==> src/rtl/rdc_seq.sv <==
// Burst sequencer: buffers one LANES-wide accumulator vector and streams each lane
// out, narrowed and saturated by a single shared reducer, one lane per beat.

package rdc_pkg;
    typedef struct packed {
        logic       sign;
        logic [7:0] prec;
    } dconf_t;
endpackage

`ifndef DEF_DCONF_INT
`define DEF_DCONF_INT '{sign: 1'b1, prec: 8'd32}
`endif
`ifndef DEF_DCONFS_INT
`define DEF_DCONFS_INT '{sign: 1'b1, prec: 8'd8}
`endif

module rdc_int #(
    parameter int I_PREC     = 32,
    parameter int O_PREC     = 8,
    parameter bit SIGNED_RDC = 1'b1
) (
    input  logic [I_PREC-1:0] in_val,
    output logic [O_PREC-1:0] out_val,
    output logic              ovf
);
    // Result packs {ovf, value}; saturation clamps toward the sign of the input.
    function automatic logic [O_PREC:0] sat_signed(input logic signed [I_PREC-1:0] x);
        logic s;
        s = x[I_PREC-1];
        if (x[I_PREC-2:O_PREC-1] != {(I_PREC-O_PREC){s}})
            return {1'b1, s, {(O_PREC-1){~s}}};
        return {1'b0, s, x[O_PREC-2:0]};
    endfunction

    function automatic logic [O_PREC:0] sat_unsigned(input logic [I_PREC-1:0] x);
        if (|x[I_PREC-1:O_PREC])
            return {1'b1, {O_PREC{1'b1}}};
        return {1'b0, x[O_PREC-1:0]};
    endfunction

    always_comb begin
        if (SIGNED_RDC)
            {ovf, out_val} = sat_signed(in_val);
        else
            {ovf, out_val} = sat_unsigned(in_val);
    end
endmodule

module rdc_seq #(
    parameter rdc_pkg::dconf_t I_CONF = `DEF_DCONF_INT,
    parameter rdc_pkg::dconf_t O_CONF = `DEF_DCONFS_INT,
    parameter int LANES     = 4,
    parameter int OVF_CNT_W = 16,
    parameter int I_PREC    = int'(I_CONF.prec),
    parameter int O_PREC    = int'(O_CONF.prec),
    parameter int LW        = $clog2(LANES)
) (
    input  logic                    clk,
    input  logic                    reset,
    input  logic                    in_valid,
    output logic                    in_ready,
    input  logic [LANES*I_PREC-1:0] in_data,
    output logic                    out_valid,
    input  logic                    out_ready,
    output logic [O_PREC-1:0]       out_data,
    output logic                    out_ovf,
    output logic [LW-1:0]           out_lane,
    output logic                    out_last,
    output logic [OVF_CNT_W-1:0]    ovf_cnt,
    input  logic                    ovf_clr,
    output logic                    busy
);
    localparam logic [0:0]    S_IDLE    = 1'b0;
    localparam logic [0:0]    S_RUN     = 1'b1;
    localparam logic [LW-1:0] LAST_LANE = LW'(LANES - 1);

    logic [0:0]               state;
    logic [LANES*I_PREC-1:0]  lane_buf;
    logic [LW-1:0]            next_lane;
    logic [I_PREC-1:0]        rdc_in;
    logic [O_PREC-1:0]        rdc_out;
    logic                     rdc_ovf;
    logic                     accept;
    logic                     ovf_hit;

    assign in_ready  = (state == S_IDLE);
    assign busy      = (state != S_IDLE);
    assign out_valid = (state == S_RUN);
    assign accept    = (state == S_RUN) && out_ready;
    assign ovf_hit   = accept && out_ovf;

    // In IDLE the reducer sees lane 0 straight from the input so it lands with the capture.
    always_comb begin
        next_lane = (out_lane == LAST_LANE) ? '0 : out_lane + LW'(1);
        if (state == S_IDLE)
            rdc_in = in_data[I_PREC-1:0];
        else
            rdc_in = lane_buf[int'(next_lane)*I_PREC +: I_PREC];
    end

    rdc_int #(
        .I_PREC     (I_PREC),
        .O_PREC     (O_PREC),
        .SIGNED_RDC (I_CONF.sign)
    ) u_rdc (
        .in_val  (rdc_in),
        .out_val (rdc_out),
        .ovf     (rdc_ovf)
    );

    always_ff @(posedge clk) begin
        if (state == S_IDLE && in_valid)
            lane_buf <= in_data;
    end

    always_ff @(posedge clk) begin
        if (reset) begin
            state    <= S_IDLE;
            out_data <= '0;
            out_ovf  <= 1'b0;
            out_lane <= '0;
            out_last <= 1'b0;
        end else begin
            case (state)
                S_IDLE: begin
                    if (in_valid) begin
                        state    <= S_RUN;
                        out_data <= rdc_out;
                        out_ovf  <= rdc_ovf;
                        out_lane <= '0;
                        out_last <= 1'b0;
                    end
                end
                default: begin
                    if (out_ready) begin
                        if (out_last) begin
                            state <= S_IDLE;
                        end else begin
                            out_data <= rdc_out;
                            out_ovf  <= rdc_ovf;
                            out_lane <= next_lane;
                            out_last <= (next_lane == LAST_LANE);
                        end
                    end
                end
            endcase
        end
    end

    always_ff @(posedge clk) begin
        if (reset)
            ovf_cnt <= '0;
        else if (ovf_clr)
            ovf_cnt <= ovf_hit ? OVF_CNT_W'(1) : '0;
        else if (ovf_hit && !(&ovf_cnt))
            ovf_cnt <= ovf_cnt + OVF_CNT_W'(1);
    end
endmodule
==> config.mk <==
export PLATFORM = sky130hd
export DESIGN_NAME = rdc_seq
export DESIGN_NICKNAME = d
export VERILOG_FILES = /design/src/rtl/rdc_seq.sv
export SDC_FILE = /design/constraint.sdc
export NUM_CORES = 1
export LEC_CHECK = 0
export CAP_MARGIN = 20
export CORE_MARGIN = 2
export CORE_UTILIZATION = 49
export DETAILED_ROUTE_END_ITERATION = 10
export HOLD_SLACK_MARGIN = 0.15
export PLACE_DENSITY_LB_ADDON = 0.08
export SLEW_MARGIN = 40
export SYNTH_ARGS = -nofsm -noshare
export SYNTH_HDL_FRONTEND = slang
export SYNTH_SLANG_ARGS = --single-unit
==> constraint.sdc <==
create_clock -name clk -period 6.1 [get_ports clk]
set_input_delay 1.22 -clock clk [delete_from_list [all_inputs] [get_ports clk]]
set_output_delay 1.22 -clock clk [all_outputs]
set_load 0.01 [all_outputs]
# Yosys cells after proc, flatten, opt, wreduce, memory -nomap -nowiden
# Index checks and enable logic that the tools add are counted.
# word_totals
ff_bits	157
latch_bits	0
ram_bits	0
romBits	0
inputBits	133
output_inout_bits	31
elab_cells	55
mem_count	0
# classes
addsub	2
n_mul	0
div	0
order_cmp	0
n_eq_ne	5
shift	1
mux	28
bitwise_logic	2
reduce_logical	10
# op_table
operator	n
indexed part select 128 x 8 -> 32 bit	1
2-to-1 mux 16 bit	2
2-to-1 mux 32 bit	1
2-to-1 mux 8 bit	4
!= test 24 bit	1
2-to-1 mux 9 bit	2
adder 16 x 1 -> 16 bit, second input constant	1
AND reduction 16 bit	1
2-to-1 mux 1 bit	14
2-to-1 mux 2 bit	5
== test 2 bit, second input constant	2
logical AND 1 bit	4
!= test 2 bit, second input constant	2
nonzero test 2 bit	2
AND reduction 3 bit	1
adder 2 x 1 -> 2 bit, second input constant	1
inverter 1 bit	2
AND reduction 2 bit	1
logical NOT 1 bit	1

# Longest topological paths before layout
# Gate-level depths: netlist of the first run.
# depth
depth_word	10
depth_mapped	19
mapped_depth_nobuf	10

# Hierarchy
# A second synthesis of the first run with hierarchy kept.
# hier_totals
hier_cells	479
area_unflattened_um2	6727.7
# by_module_without_submodules
mod	n_inst	cells_each	area_each_um2	seq_area_each_um2
rdc_seq	1	436	6467.5	4424.2
rdc_int	1	43	260.2	0.0

# Worst setup path before layout of the first run
# OpenSTA, ideal clock, no wires.
# synth_path
kind	input to register
from	in in_valid
to	reg out_data[0]
setup_ns	0.079
arrival_time_ns	5.072
required_ns	6.021
path_slack_ns	0.949
stages	6
path_buffers	1
path_cell_list	nand2_1 inv_1 nor2_1 or4_1 clkbuf_2 o211ai_1
# synth_via
elab_chain_cells	2
# synth_rtl
item	line_no	text
start, declared	61	input logic in_valid,
nonzero test 2 bit (no line)	--	
AND reduction 3 bit (no line)	--	
end signal, assigned	129	out_data <= rdc_out;
end signal, assigned	140	out_data <= rdc_out;
end, declared	66	output logic [O_PREC-1:0] out_data,
# No other way between the ends.
# A chain may end at the register's enable or synchronous reset.

# Final worst setup path of the first run
# layout_path
from	reg out_lane[0]
to	reg out_data[5]
# layout_via
elab_chain_cells	10
elab_cells_between_ends	14
cone_classes	add/sub: 1; eq/ne: 2; shift: 1; mux: 9; bitwise: 1
# layout_rtl
item	line_no	text
start, declared	68	output logic [LW-1:0] out_lane,
start signal, assigned	142	out_lane <= next_lane;
adder 2 x 1 -> 2 bit or == test 2 bit (tied branches)	95	next_lane = (out_lane == LAST_LANE) ? '0 : out_lane + LW'(1);
2-to-1 mux 2 bit (*)	95	
indexed part select 128 x 8 -> 32 bit (*)	99	rdc_in = lane_buf[int'(next_lane)*I_PREC +: I_PREC];
2-to-1 mux 32 bit (*)	96	if (state == S_IDLE)
!= test 24 bit or inverter 1 bit (tied branches)	31, 32	
2-to-1 mux 1 bit or 2-to-1 mux 9 bit (tied branches)	31	if (x[I_PREC-2:O_PREC-1] != {(I_PREC-O_PREC){s}})
2-to-1 mux 9 bit (*)	33	return {1'b0, s, x[O_PREC-2:0]};
2-to-1 mux 8 bit	137	if (out_last) begin
2-to-1 mux 8 bit	136	if (out_ready) begin
2-to-1 mux 8 bit (*)	125	case (state)
# Every way passes the cells marked *; elsewhere a longest branch is shown, timed or not. The select of a mux whose other input is x is not followed.

==> results of run 1 <==
==> where the power goes <==
group          internal (mW)  switching (mW)  total (mW)
clock                  0.676           0.384        1.06
combinational          0.138           0.111       0.250
sequential              1.23          0.0244        1.26
==> metal layers <==
layer  global-route usage [%]  vias to the layer above  part of all wire (%)
met4                    7.068                        0                   1.3
li1                         -                     2023                     -
met1                    26.19                     2100                    42
met3                    5.116                       14                   6.0
met5                        0                        -                     0
met2                    35.33                      164                    50
==> cells in the final DEF, fill, tap and decap left out, types with 4 or more instances in the layout <==
| master | n |
|---|---|
| xor2_1 | 11 |
| o211ai_1 | 8 |
| clkbuf_16 | 17 |
| and3_1 | 7 |
| o21ai_0 | 15 |
| nor4_1 | 6 |
| a31oi_1 | 4 |
| edfxtp_1 | 128 |
| a211oi_1 | 11 |
| a311oi_1 | 6 |
| a21oi_1 | 13 |
| dfxtp_1 | 28 |
| bufinv_16 | 4 |
| nand4_1 | 11 |
| mux4_2 | 17 |
| clkbuf_1 | 4 |
| nand3_1 | 6 |
| nor2_1 | 34 |
| mux2i_1 | 18 |
| nor2b_1 | 10 |
| nand2_1 | 33 |
| clkdlybuf4s50_1 | 163 |
==> flip-flops by register name, indices dropped and copies added (netlist names) <==
register and cells:
busy 1, out_lane 2, lane_buf 128, out_ovf 1, ovf_cnt 16, out_data 8, out_last 1
==> critical path, cell delays in order (launching register included) <==
cell	delay (ns)
dfxtp_2	0.51
buf_4	0.55
ha_1	0.49
or3b_1	0.20
a21oi_2	0.08
or2_1	0.28
or4b_1	0.56
a2111oi_2	0.38
a32oi_1	0.16
or4_1	0.56
o211ai_1	0.22
==> final timing paths <==
kind	from	to	slack (ns)	cells past startpoint
worst min-delay path	out_data[3]	out_data[3]	0.50	2
worst min register to register	out_data[3]	out_data[3]	0.50	2
worst max-delay path	out_lane[0]	out_data[5]	1.99	10
worst max register to register	out_lane[0]	out_data[5]	1.99	10
==> Yosys cell counts (2+ instances only) <==
| cell type | instances | area, um2 |
|---|---|---|
| nand3_1 | 6 | 30.03 |
| a32oi_1 | 2 | 17.52 |
| a311oi_1 | 6 | 52.55 |
| mux2i_1 | 18 | 180.2 |
| or4_1 | 2 | 15.01 |
| nor3_1 | 2 | 10.01 |
| nand4b_1 | 2 | 17.52 |
| nand4_1 | 11 | 68.82 |
| inv_1 | 4 | 15.01 |
| ha_1 | 3 | 37.54 |
| a31oi_1 | 4 | 25.02 |
| or2_2 | 2 | 12.51 |
| nor2_1 | 34 | 127.6 |
| a21oi_1 | 13 | 65.06 |
| clkbuf_1 | 11 | 41.29 |
| a211oi_1 | 11 | 82.58 |
| xor2_1 | 11 | 96.34 |
| and4_1 | 3 | 26.28 |
| nand2_1 | 33 | 123.9 |
| and3_1 | 7 | 43.79 |
| o21ai_0 | 15 | 75.07 |
| or3b_2 | 2 | 17.52 |
| or3_1 | 3 | 18.77 |
| o211ai_1 | 8 | 60.06 |
| xnor2_1 | 2 | 17.52 |
| mux4_2 | 17 | 382.9 |
| buf_2 | 4 | 20.02 |
| edfxtp_1 | 128 | 3844 |
| clkbuf_2 | 2 | 10.01 |
| nor4_1 | 6 | 37.54 |
| nor2b_1 | 10 | 62.56 |
| buf_6 | 2 | 22.52 |
| dfxtp_1 | 29 | 580.6 |
| mux2_2 | 3 | 33.78 |
==> through the flow <==
stage                     power [mW]  util [%]
after global placement         1.522     64.35
after CTS                      2.582     69.17
after detailed placement       1.529     64.56
after floorplan                1.388         -
final                          2.566     69.17
after global routing           2.655     69.17
==> layout make-up <==
| cell class | count | share of cell area (%) |
|---|---|---|
| sequential | 157 | 50.29 |
| multi-input combinational | 252 | 21.64 |
| timing repair buffer | 165 | 18.75 |
| clock buffer | 21 | 5.005 |
| tap | 172 | 2.446 |
| clock inverter | 10 | 1.664 |
| inverter | 4 | 0.1991 |
==> kinds of logic (layout without fill, tap and decap cells) <==
family          after synthesis  after routing  share of synthesized area [%]
xor+xnor                     13             13                          1.773
mux                          38             38                          9.291
simple gates                131            131                          10.54
fa+ha+maj                     3              3                         0.5844
compound gates               67             67                          7.071
buf+inv                      25            200                          1.870
flops                       157            157                          68.87
==> metrics.yaml, run 1 <==
cells_and_area:
  multi_input_comb_area_um2: 1904
  diodes: 0
  final_cell_area_um2: 8800
  layout-drive-gt1-share_pct: 9.852
  layout.cells.non_filler: 781
  fillers: 905
  layout.area.seq_um2: 4425
  fin_nets: 733
  syn_to_final_growth_pct: 36.99
detailed_routing:
  wirelength_um: 14160
  dr.first_iter.drc_count: 390
  vias_per_cell: 5.507
  postRouteAntennaNets: 0
  first_pass_iters: 5
  drc: 0
  via_count: 4301
  wire_per_inst_um: 18.13
logic_synthesis:
  synth_cell_types: 52
  syn-num-nets: 570
  synth-edff-count: 128
  synthCells: 434
  ys_warn_count: 0
  yosysSeqAreaShare_pct: 68.87
  syn_area_um2: 6424
  async_reset_ff_share_pct: 0
  ys_seq_elements: 157
  synth_top_flop_cell: "edfxtp_1"
  synth_area_per_cell_um2: 14.80
global_routing:
  grt_use_total_pct: 20.81
  grt_pass1_vias: 4444
  grt_max_degree: 89
  antenna_found_initial: 0
  grt-ovfl-total: 0
  grt_pass1_wl_um: 22440
timing:
  hold_slack_ns: 0.4988
  setup_viol: 0
  maxSlewViolCount: 0
  fin_ws_ns: 1.992
  min_period_over_period_pct: 67.35
  max_freq_ghz: 0.2434
  hold_viol: 0
  slew_headroom_pct: 47.60
  final.setup_skew_ns: 0.005643
  period_minus_slack_ns: 4.108
  rsz0062_at_grt: "no"
  worst_slew_pin_slew_ns: 0.7859
  tns_ns: 0
run_status:
  status: "complete, no violations"
cts:
  cts-resized-gates: 0
  cts_num_sinks: 157
  htreeDepth: 4
  cts-buffers-inserted: 17
  cts_buffer_depth: 2
  cts_root_buf: "clkbuf_16"
  cts_tree: "done"
  insertion_delay_ns: 0.41
  cts_setup_buffers: 0
  cts.clk_slew.worst_paths_ns: 0.06
  cts_hold_buf: 0
placement:
  pre_cts_ws_ns: 2.001
  place_hpwl_um: 9962
  place_area_um2: 8213
  port_buffers: 163
  gp_congestion: 0.7837
  dp.cells: 750
worst_hold_path:
  worst_hold_path_type: "reg -> reg"
pwr:
  leakage_nw: 3.012
  ir_worst_vdd_mv: 0.2133
  power.density_nw_per_um2: 291.6
setup_path:
  critical_path_class: "reg -> reg"
  crit_arrival_ns: 4.44
  critPathLaunchType: "flip-flop"
  worstPathRequired_ns: 6.43
  crit_path_end_kind: "flip-flop"
  cp_max_fo: 46
die:
  row_count: 41
  initial_core_util_pct: 50.49
  pin_count: 164
  fp.coreArea_um2: 12720
  die_y_um: 118.5
  die_x_um: 118.5
  dieArea_um2: 14040
job:
  max-cap-violations: 0
(Power assumes the default switching activity.)
==> run 2: changes to the inputs <==
==> constraint.sdc (replaced) <==
create_clock -name clk -period 4.3 [get_ports clk]
set_input_delay 0.86 -clock clk [delete_from_list [all_inputs] [get_ports clk]]
set_output_delay 0.86 -clock clk [all_outputs]
set_load 0.01 [all_outputs]
==> run 2 against run 1 <==
  * Sequential share of layout area hardly changed
  * Non-clock buffer count grew 3
  * First-iteration DRC count is 2.1% lower
  * Core utilization is essentially flat
  * Via count down 0.53%
  * Largest cell class unchanged
  * Sequential power up 41%
  * Power grew 40%
  * Count of clock-buffer cells in the layout is 4 lower
  * Wire length shrank 1.1%
==> metrics.yaml, run 2 (same netlist as run 1, synthesis figures left out) <==
run_status:
  status: "complete, no violations"
pwr:
  swShare_pct: 22.89  # +2.6 points
  pwr-share-clk_pct: 40.4  # -0.9 points
  combPwrFrac_pct: 9.9  # +0.2 points
  ir_worst_vdd_mv: 0.3648  # +71%
  p_int_mw: 2.761  # +35%
  p_sw_uw: 819.9  # +58%
  power.density_nw_per_um2: 407.0  # +40%
  p_seq_share_pct: 49.8  # +0.8 points
  leakage_nw: 3.019  # +0.24%
cts:
  cts_num_sinks: 157  # unchanged
  insertion_delay_ns: 0.42  # about the same
  htreeDepth: 4  # unchanged
  cts.clk_slew.worst_paths_ns: 0.06  # about the same
  cts_tree: "done"
  cts_root_buf: "clkbuf_16"
  cts_hold_buf: 0  # unchanged
  cts_setup_buffers: 0  # unchanged
  cts_buffer_depth: 2  # unchanged
  cts-buffers-inserted: 17  # unchanged
  cts-resized-gates: 0  # unchanged
setup_path:
  reg2regPathDepth: 9  # -1
  worstPathRequired_ns: 4.64  # -1.79 ns
  reg2reg_to: "out_data[4]"
  critPathCapture: "out_data[4]"
  critical_path_class: "reg -> reg"
  crit_arrival_ns: 4.20  # -0.24 ns
  r2r_start: "out_lane[0]"
  critPathLaunchType: "flip-flop"
  r2r_slack_ns: 0.44  # -1.55 ns
  cp_max_fo: 27  # -41%
  crit_start: "out_lane[0]"
  crit_path_end_kind: "flip-flop"
global_routing:
  grt-ovfl-total: 0  # unchanged
  grt_max_degree: 129  # +45%
  grt_pass1_wl_um: 21750  # -3.1%
  grt_use_total_pct: 20.43  # -0.38 points
  grt_pass1_vias: 4344  # -2.3%
  antenna_found_initial: 0  # unchanged
detailed_routing:
  wire_per_inst_um: 17.83  # -1.6%
  drc: 0  # unchanged
  via_count: 4278  # -0.53%
  dr.first_iter.drc_count: 382  # -2.1%
  vias_per_cell: 5.450  # -1.0%
  first_pass_iters: 4  # -1
  wirelength_um: 14000  # -1.1%
  postRouteAntennaNets: 0  # unchanged
cells_and_area:
  layout.cells.most_common_list: "clkdlybuf4s50_1 (163), edfxtp_1 (128), nor2_1 (34), nand2_1 (33), dfxtp_1 (28)"
  final_common_cell: "clkdlybuf4s50_1"
  syn_to_final_growth_pct: 36.97  # about the same
  largest_registers: "lane_buf (128), ovf_cnt (16), out_data (8)"
  largest_register: "lane_buf"
  diodes: 0  # unchanged
  fin_nets: 736  # +0.41%
  layout-drive-gt1-share_pct: 11.42  # +1.6 points
  fillers: 928  # +2.5%
  largest_reg_flops: 128  # unchanged
  final_util_pct: 69.16  # about the same
die:
  fp.coreArea_um2: 12720  # unchanged
  pin_count: 164  # unchanged
  die_x_um: 118.5  # unchanged
  dieArea_um2: 14040  # unchanged
  die_y_um: 118.5  # unchanged
  initial_core_util_pct: 50.49  # unchanged
  row_count: 41  # unchanged
timing:
  final.setup_skew_ns: 0.006652  # +0.001009 ns
  period_minus_slack_ns: 3.862  # -0.2465 ns
  max_freq_ghz: 0.2590  # +6.4%
  setup_viol: 0  # unchanged
  min_period_over_period_pct: 89.80  # +22 points
  tns_ns: 0  # unchanged
  hold_viol: 0  # unchanged
  worst_slew_pin_slew_ns: 0.7424  # -0.04355 ns
  slew_headroom_pct: 50.44  # +2.8 points
  rsz0062_at_grt: "no"
  maxSlewViolCount: 0  # unchanged
placement:
  place_hpwl_um: 10040  # +0.75%
  port_buffers: 163  # unchanged
  gp_congestion: 0.7995  # +2.0%
job:
  max-cap-violations: 0  # unchanged
worst_hold_path:
  worst_hold_path_type: "reg -> reg"
## run 2: routing by layer
layer	wire length, um	up-vias	global-route usage (%)
met1	5489	2075	24.59
met5	0	-	0
li1	-	2040	-
met2	7386	151	35.73
met3	984	12	5.985
met4	140	0	5.878
## run 2: power by group through the flow
stage,clock [mW],sequential (mW),combinational [mW]
after floorplan,0,1.81,0.160
after global placement,0,1.81,0.347
after detailed placement,0,1.82,0.354
after CTS,1.46,1.78,0.356
after global routing,1.53,1.79,0.382
final,1.45,1.78,0.353
## run 2: worst min-delay path by stage
stage | start | to | slack, ns | cells past startpoint
4_1_cts | out_data[6] | out_data[6] | 0.48 | 2
2_1_floorplan | out_data[6] | out_data[6] | 0.50 | 2
6_report | out_data[6] | out_data[6] | 0.48 | 2
3_3_place_gp | out_data[6] | out_data[6] | 0.47 | 2
3_5_place_dp | out_data[6] | out_data[6] | 0.46 | 2
5_1_grt | out_data[2] | out_data[2] | 0.51 | 2
## run 2: layout make-up
class	instances	area [um2]	area share (%)
clock buffers	17	425.4	4.835
clock inverters	15	150.1	1.706
inverters	4	18.77	0.2133
multi-input cells	252	1882	21.39
flip-flops and latches	157	4425	50.30
well taps	172	215.2	2.446
repair buffers	168	1682	19.11
## run 2: worst max-delay path, cell delays in order (launching register included)
cell       delay [ns]
dfxtp_2          0.56
inv_1            0.09
ha_2             0.70
nor2_1           0.20
or2_1            0.29
or4b_1           0.55
a2111oi_2        0.40
a32oi_1          0.17
or4_1            0.58
o211ai_1         0.22
## run 2: per-stage QoR
step | hold slack [ns] | setup WS (ns) | instance area [um2] | std cells | total power, mW
after floorplan | 0.5005 | 0.03516 | 6430 | 434 | 1.967
after global placement | 0.4746 | 0.5941 | 8223 | 753 | 2.160
after detailed placement | 0.4640 | 0.4114 | 8223 | 753 | 2.170
after CTS | 0.4789 | 0.3990 | 8798 | 785 | 3.603
after global routing | 0.5148 | 0.08312 | 8798 | 785 | 3.702
final | 0.4814 | 0.4384 | 8798 | 785 | 3.581
==> RTL edit (config.mk and constraints of run 1) <==
Change the parameter `LANES` from 4 to 8.
--- a/src/rtl/rdc_seq.sv
+++ b/src/rtl/rdc_seq.sv
@@ -50,7 +50,7 @@
 module rdc_seq #(
     parameter rdc_pkg::dconf_t I_CONF = `DEF_DCONF_INT,
     parameter rdc_pkg::dconf_t O_CONF = `DEF_DCONFS_INT,
-    parameter int LANES     = 4,
+    parameter int LANES     = 8,
     parameter int OVF_CNT_W = 16,
     parameter int I_PREC    = int'(I_CONF.prec),
     parameter int O_PREC    = int'(O_CONF.prec),
Interface: changed (resized in_data and out_lane); port bits go from 164 to 293. No check against the original RTL was run, so the function may have changed too.
==> RTL edit against run 1 <==
Setup slack gained 0.23 ns; critical path depth stayed put; sequential share of layout area rose by 2.7 points; synthesized area grew 80%; wire length grew 99%; final area is 78% higher; combinational power grew 85%; clock power rose by 58%; power increased by 73%; sequential cell count rose by 129; global-route usage up 1.4 points; critical endpoint is now out_data[2]$_SDFFE_PP0P_; largest cell class unchanged.
==> RTL edit: results (changes against run 1) <==
[critical_path]
endpoint=out_data[2]$_SDFFE_PP0P_  ; was out_data[5]$_SDFFE_PP0P_
cp_slowest_cell=or2_1  ; was or4b_1
worstPathMaxFanout=63  ; was 46

[cells_and_area]
final_nets=1243  ; was 733
drive_gt1_frac=0.113  ; was 0.0985

[placed_design]
placed_cell_area_um2=14700  ; was 8210 um2
post-place-cells=1264  ; was 750
dp.final_hpwl_um=19800  ; was 9960 um
numPortBuffers=292  ; was 163

[cts]
clock_path_buffers=3  ; was 2
worstSkewPairLatency_ns=0.55  ; was 0.41 ns

[global_route]
antenna_found_initial=1  ; was 0
grt_pass1_vias=7370  ; was 4444
grt_start_max_net_pins=185  ; was 89
grt_pass1_wl_um=41100  ; was 22400 um

[synth]
syn_avg_cell_area_um2=16.9  ; was 14.8 um2
synth-compound-area-share=0.0628  ; was 0.0707
ys_types=64  ; was 52
yosys-mux-area-fraction=0.117  ; was 0.0929
syn-num-nets=948  ; was 570
netlist_top_cells_area=edfxtp_1 67%, mux4_2 6.8%, dfxtp_1 5.2%, mux2i_1 3.0%, nor2_1 1.5%  ; was edfxtp_1 60%, dfxtp_1 9.0%, mux4_2 6.0%, mux2i_1 2.8%, nor2_1 2.0%

[pwr]
p_comb_frac=0.104  ; was 0.097
p_leak_nw=5.26  ; was 3.01 nW
p_seq_mw=2.31  ; was 1.26 mW
internal_power_mw=3.48  ; was 2.05 mW

[worst_hold_path]
min_to=out_data[7]$_SDFFE_PP0P_  ; was out_data[3]$_SDFFE_PP0P_
hold_path.startpoint=out_data[7]$_SDFFE_PP0P_  ; was out_data[3]$_SDFFE_PP0P_

[timing]
timing.hold.ws_ns=0.461  ; was 0.499 ns
clock_skew_ns=0.0189  ; was 0.00564 ns

[drt]
wl_um=28100  ; was 14200 um
dr.pass1.iters=6  ; was 5
drt_iter0_drc=591  ; was 390
wl_met1_um=11600  ; was 6000 um
wl_per_cell_um=21.3  ; was 18.1 um
dr_wl_met2_um=13800  ; was 7110 um

[status]
outcome=finished clean  ; unchanged

==> RTL edit: changes by cell type in the layout (fill, tap and decap cells not counted), sizes merged, moves of 9 or more <==
cell,change
nor2,+12
nand2,+12
clkdlybuf4s50,+129
a21oi,+15
o22ai,+11
mux2i,+17
mux2,+9
mux4,+21
clkinv,+11
nor2b,-9
clkbuf,+13
edfxtp,+128
==> RTL edit: area by class of cell <==
cell class	count	area (um2)	share of cell area
antenna	1	2.50	0.000160
clock buffer	34	744	0.0475
clock inverter	20	154	0.00983
inverter	13	52.6	0.00336
multi-input combinational	350	2990	0.191
sequential	286	8290	0.530
tap	319	399	0.0255
timing repair buffer	298	3020	0.193
==> RTL edit: cells by family after synthesis <==
logic type	Yosys count
flops	286
buf+inv	47
simple gates	150
compound gates	99
fa+ha+maj	4
xor+xnor	12
mux	85
